[src/rtl/drive_ramp_ctrl.sv]
// drive_ramp_ctrl: timed drive-command sequencer feeding the dual servo PWM stage.
// Slews both wheel speeds toward per-command targets at a bounded rate, holds
// them for cmd_ms ms, then ramps back to neutral and pulses done.
//
// Ports:
//   Clock, Reset          system clock, synchronous active-high reset
//   cmd_valid/cmd_ready   command handshake (ready only while idle)
//   cmd_op [2:0]          0 STOP, 1 FWD, 2 REV, 3 LEFT, 4 RIGHT, 5-7 STOP
//   cmd_ms [15:0]         hold duration in ms ticks
//   abort                 level; forces ramp-down from RAMP or HOLD
//   speed1/speed2 [7:0]   speed codes to the PWM stage (128 = stop)
//   busy                  high whenever not idle
//   done                  one-cycle pulse on return to idle
//   trim1/trim2 [3:0]     signed centre trims, present only with DRIVE_TRIM_EN
//
// Optional feature macro: DRIVE_TRIM_EN
module drive_ramp_ctrl #(
  parameter int unsigned TickDiv    = 50000,
  parameter int unsigned RampPeriod = 2,
  parameter int unsigned RampStep   = 4,
  parameter int unsigned Neutral    = 128,
  parameter int unsigned FwdSpan    = 100,
  parameter int unsigned TurnSpan   = 60
) (
  input  logic        Clock,
  input  logic        Reset,
  input  logic        cmd_valid,
  output logic        cmd_ready,
  input  logic [2:0]  cmd_op,
  input  logic [15:0] cmd_ms,
  input  logic        abort,
  output logic [7:0]  speed1,
  output logic [7:0]  speed2,
  output logic        busy,
  output logic        done
`ifdef DRIVE_TRIM_EN
  ,
  input  logic signed [3:0] trim1,
  input  logic signed [3:0] trim2
`endif
);

  localparam int unsigned MsW  = (TickDiv > 1) ? $clog2(TickDiv) : 1;
  localparam int unsigned RpW  = (RampPeriod > 1) ? $clog2(RampPeriod) : 1;
  localparam int unsigned TgtW = 10;

  localparam logic signed [TgtW-1:0] NeuS = TgtW'(Neutral);
  localparam logic signed [TgtW-1:0] FwdS = TgtW'(FwdSpan);
  localparam logic signed [TgtW-1:0] TrnS = TgtW'(TurnSpan);
  localparam logic [7:0]             Step = 8'(RampStep);
  localparam logic [7:0]             Neu8 = 8'(Neutral);

  typedef enum logic [1:0] {IDLE, RAMP, HOLD, STOPPING} state_t;

`ifndef DRIVE_TRIM_EN
  logic signed [3:0] trim1;
  logic signed [3:0] trim2;
  assign trim1 = 4'sd0;
  assign trim2 = 4'sd0;
`endif

  state_t           state;
  logic [MsW-1:0]   ms_cnt;
  logic [RpW-1:0]   ramp_cnt;
  logic [15:0]      hold_cnt;
  logic [15:0]      ms_q;
  logic [7:0]       t1_q, t2_q, n1_q, n2_q;

  logic             accept;
  logic             ms_tick;
  logic             ramp_tick;
  logic signed [TgtW-1:0] off1, off2, tr1, tr2;
  logic [7:0]       t1_c, t2_c, n1_c, n2_c;

  // Clamp a signed target into the 8-bit speed code range.
  function automatic logic [7:0] sat8(input logic signed [TgtW-1:0] v);
    if (v < 10'sd0)   return 8'd0;
    if (v > 10'sd255) return 8'd255;
    return v[7:0];
  endfunction

  // One bounded ramp step toward tgt, landing exactly on it without overshoot.
  function automatic logic [7:0] step_to(input logic [7:0] cur, input logic [7:0] tgt);
    if (cur < tgt) return ((tgt - cur) > Step) ? cur + Step : tgt;
    if (cur > tgt) return ((cur - tgt) > Step) ? cur - Step : tgt;
    return cur;
  endfunction

  assign accept    = cmd_valid && cmd_ready;
  assign ms_tick   = (ms_cnt == MsW'(TickDiv - 1));
  assign ramp_tick = ms_tick && (ramp_cnt == RpW'(RampPeriod - 1));

  // Per-op offsets from neutral; undefined ops behave as STOP.
  always_comb begin
    off1 = '0;
    off2 = '0;
    case (cmd_op)
      3'd1:    begin off1 =  FwdS; off2 = -FwdS; end
      3'd2:    begin off1 = -FwdS; off2 =  FwdS; end
      3'd3:    begin off1 = -TrnS; off2 = -TrnS; end
      3'd4:    begin off1 =  TrnS; off2 =  TrnS; end
      default: begin off1 = '0;    off2 = '0;    end
    endcase
  end

  assign tr1  = {{(TgtW-4){trim1[3]}}, trim1};
  assign tr2  = {{(TgtW-4){trim2[3]}}, trim2};
  assign t1_c = sat8(NeuS + off1 + tr1);
  assign t2_c = sat8(NeuS + off2 + tr2);
  assign n1_c = sat8(NeuS + tr1);
  assign n2_c = sat8(NeuS + tr2);

  // Sequencer: prescalers, command latch, ramp/hold/stop state machine.
  always_ff @(posedge Clock) begin
    if (Reset) begin
      state     <= IDLE;
      ms_cnt    <= '0;
      ramp_cnt  <= '0;
      hold_cnt  <= '0;
      ms_q      <= '0;
      t1_q      <= Neu8;
      t2_q      <= Neu8;
      n1_q      <= Neu8;
      n2_q      <= Neu8;
      speed1    <= Neu8;
      speed2    <= Neu8;
      busy      <= 1'b0;
      done      <= 1'b0;
      cmd_ready <= 1'b1;
    end else begin
      done <= 1'b0;

      // Prescalers restart on accept so the ramp grid is anchored to the command.
      if (accept) begin
        ms_cnt   <= '0;
        ramp_cnt <= '0;
      end else if (ms_tick) begin
        ms_cnt   <= '0;
        ramp_cnt <= ramp_tick ? '0 : ramp_cnt + RpW'(1);
      end else begin
        ms_cnt   <= ms_cnt + MsW'(1);
      end

      case (state)
        IDLE: begin
          if (accept) begin
            t1_q      <= t1_c;
            t2_q      <= t2_c;
            n1_q      <= n1_c;
            n2_q      <= n2_c;
            ms_q      <= cmd_ms;
            busy      <= 1'b1;
            cmd_ready <= 1'b0;
            state     <= RAMP;
          end
        end
        RAMP: begin
          if (abort) begin
            state <= STOPPING;
          end else if ((speed1 == t1_q) && (speed2 == t2_q)) begin
            hold_cnt <= '0;
            state    <= (ms_q == 16'd0) ? STOPPING : HOLD;
          end else if (ramp_tick) begin
            speed1 <= step_to(speed1, t1_q);
            speed2 <= step_to(speed2, t2_q);
          end
        end
        HOLD: begin
          if (abort || (hold_cnt == ms_q)) begin
            state <= STOPPING;
          end else if (ms_tick) begin
            hold_cnt <= hold_cnt + 16'd1;
          end
        end
        STOPPING: begin
          if ((speed1 == n1_q) && (speed2 == n2_q)) begin
            busy      <= 1'b0;
            cmd_ready <= 1'b1;
            done      <= 1'b1;
            state     <= IDLE;
          end else if (ramp_tick) begin
            speed1 <= step_to(speed1, n1_q);
            speed2 <= step_to(speed2, n2_q);
          end
        end
        default: state <= IDLE;
      endcase
    end
  end

endmodule

[config.mk]
export PLATFORM = sky130hd
export DESIGN_NAME = drive_ramp_ctrl
export DESIGN_NICKNAME = d
export VERILOG_FILES = /design/src/rtl/drive_ramp_ctrl.sv
export SDC_FILE = /design/constraint.sdc
export NUM_CORES = 1
export LEC_CHECK = 0
export ABC_AREA = 0
export CORE_UTILIZATION = 57
export DETAILED_ROUTE_END_ITERATION = 12
export GPL_TIMING_DRIVEN = 0
export PLACE_DENSITY_LB_ADDON = 0.1
export SLEW_MARGIN = 10
export SYNTH_ARGS = -nofsm -noshare
export SYNTH_HDL_FRONTEND = slang
export SYNTH_SLANG_ARGS = --single-unit
[constraint.sdc]
create_clock -name Clock -period 3.85 [get_ports Clock]
set_clock_uncertainty 0.15 [all_clocks]
set_input_delay 0.77 -clock Clock [delete_from_list [all_inputs] [get_ports Clock]]
set_output_delay 0.77 -clock Clock [all_outputs]
set_load 0.005 [all_outputs]
==> impl_metrics.py <==
metrics = {
    "outcome": {
        "status": "complete, no violations",
    },
    "clock_network": {
        "cts_sinks": 77,
        "clock-root-buffer": "clkbuf_8",
        "cts_setup_buffers": 0,
        "cts_max_path_buffers": 2,
        "cts.htree.levels": 3,
        "cts_buffers": 9,
        "cts_tree": "built",
        "clkLatencyLatePin_ns": 0.35,
        "cts_hold_buf": 0,
        "ctsResizeCount": 2,
        "cts.clk_slew.worst_paths_ns": 0.08,
    },
    "worst_setup_path": {
        "critPathRequiredTime_ns": 4.00,
        "worstSetupStartpointType": "flip-flop",
        "cp.arrival_ns": 3.83,
        "critPathKind": "reg -> reg",
        "worst_setup_path_end_kind": "flip-flop",
        "critical_path.max_fanout": 9,
    },
    "drt": {
        "first_iter_violations": 308,
        "drc": 0,
        "ant_nets": 0,
        "viasPerCell": 6.30,
        "dr.pass1.iters": 6,
        "wl_per_cell_um": 17.8,
        "vias": 5708,
        "wirelength_um": 16100,
    },
    "yosys": {
        "syn_area_um2": 5630,
        "syn_inst": 722,
        "ys_ff_latch": 77,
        "ys_warn_count": 0,
        "synth_edf_count": 0,
        "yosysUniqueCellTypes": 67,
        "avgSynthCellArea_um2": 7.80,
        "synth_fp_nets": 781,
        "ys_seq_area_frac": 0.274,
        "synth_ff_type": "dfxtp_1",
        "async_reset_ff_frac": 0,
    },
    "final_layout": {
        "design_area_um2": 6450,
        "area_growth_pct": 14.5,
        "post-route-util": 0.685,
        "num-fill-cells": 803,
        "drive_gt1_frac": 0.0502,
        "antenna_cells": 0,
        "nNetsFinal": 832,
    },
    "grt": {
        "grt_pass1_wl_um": 26100,
        "antenna_found_initial": 0,
        "grt_util_all_layers": 0.327,
        "grt_max_degree": 14,
        "grt_pass1_vias": 5373,
        "grt.overflow.total": 0,
    },
    "worst_hold_path": {
        "hold_path_class": "reg -> reg",
    },
    "die": {
        "ioPinCount": 42,
        "rows": 35,
        "dieArea_um2": 10300,
        "die_y_um": 101,
        "start_util": 0.598,
        "core_um2": 9420,
        "die_w_um": 101,
    },
    "sta": {
        "setup_viol": 0,
        "slew_viol_final": 0,
        "rsz0062_at_grt": "no",
        "slew_headroom": 0.211,
        "max_freq_mhz": 272,
        "worst_pin_slew_ns": 1.17,
        "tns_ns": 0,
        "period_share": 0.956,
        "min_period_ns": 3.68,
        "hold_viol_final": 0,
    },
    "power": {
        "peakVddDrop_uv": 307,
        "p_leak_uw": 0.00242,
        "power.density_nw_per_um2": 459,
    },
    "place": {
        "hpwl_um": 12300,
        "placed_cell_area_um2": 6200,
        "port_buffers": 41,
        "place_congestion": 0.943,
    },
    "flow_run": {
        "max_cap_violations": 0,
    },
}
## cells by family (layout without fill, tap and decap cells)
kind of cell | count (synthesis) | in the layout | share of synthesized area
mux | 14 | 14 | 0.0256
flops | 77 | 77 | 0.274
compound gates | 165 | 165 | 0.207
fa+ha+maj | 36 | 36 | 0.0800
simple gates | 300 | 300 | 0.267
buf+inv | 62 | 117 | 0.0415
xor+xnor | 68 | 68 | 0.106
## layout by cell type (no fill, tap or decap), drive strengths merged, types with 8 or more instances in the layout
cell           count
nand2             86
dfxtp             77
nor2              67
a21oi             44
clkdlybuf4s50     41
clkbuf            38
ha                36
xor2              35
xnor2             33
inv               30
o21ai             26
nor3              25
nand3             24
nor4              18
nand4             12
and3              11
mux2i             11
nand2b            10
or3               10
o211ai             9
o22ai              9
o21a               9
a211oi             8
## stage by stage
step	power, uW	setup WS (ns)	instances	hold WS [ns]
final	2960	0.171	906	0.306
after global routing	3130	0.0116	906	0.337
after CTS	2910	0.0259	907	0.305
after detailed placement	2230	-0.0945	892	0.293
after global placement	2200	-0.0216	892	0.282
after floorplan	1910	0.536	722	0.268
## worst paths after layout
path | from | endpoint | slack, ns | cells past startpoint
setup reg to reg | speed2[2] | speed2[4] | 0.17 | 9
setup / recovery | speed2[2] | speed2[4] | 0.17 | 9
hold reg to reg | ms_cnt[0] | ms_cnt[0] | 0.31 | 1
hold / removal | ms_cnt[0] | ms_cnt[0] | 0.31 | 1
## power breakdown
part / internal (uW) / switching, uW
registers: 858 / 82.3
clock network: 361 / 310
logic: 559 / 790
## layer usage
metal,wire length [um],global-route usage
met1,7380,0.439
met2,7280,0.525
met3,1020,0.0504
met4,467,0.130
met5,0,0
## state kept, by name, summed over array words and instances, names as in the netlist
name       flops
busy           1
cmd_ready      1
done           1
hold_cnt      16
ms_cnt        16
ms_q          16
ramp_cnt       1
speed1         8
speed2         8
state          2
t1_q           5
t2_q           2
## synthesized netlist by cell type (17+ instances only)
| library cell | instances | share of area |
|---|---|---|
| ha_1 | 36 | 0.080 |
| a21oi_1 | 44 | 0.039 |
| xnor2_1 | 33 | 0.051 |
| nor2_1 | 67 | 0.045 |
| dfxtp_1 | 77 | 0.27 |
| nor3_1 | 25 | 0.022 |
| nor4_1 | 17 | 0.019 |
| o21ai_0 | 26 | 0.023 |
| xor2_1 | 35 | 0.054 |
| clkbuf_1 | 30 | 0.020 |
| inv_1 | 30 | 0.020 |
| nand3_1 | 24 | 0.021 |
| nand2_1 | 86 | 0.057 |
## critical path: stages, from the launching register on
cell and delay, ns:
dfxtp_1 0.55, inv_1 0.26, ha_1 0.44, or3b_2 0.51, a21oi_1 0.20, mux2i_1 0.26, o2111ai_2 0.29, or2_2 0.40
a2111oi_0 0.38, o21a_1 0.18
## final cells by class
type / instances / area, um^2 / share of cell area
clock buffers: 9 / 124 / 0.0192
repair buffers: 41 / 410 / 0.0636
multi-input cells: 583 / 3890 / 0.603
clock inverters: 6 / 88.8 / 0.0138
well taps: 129 / 161 / 0.0250
flip-flops and latches: 77 / 1540 / 0.239
inverters: 30 / 113 / 0.0175
plain buffers: 31 / 121 / 0.0188
No activity file was read; power rests on OpenSTA's default activity.
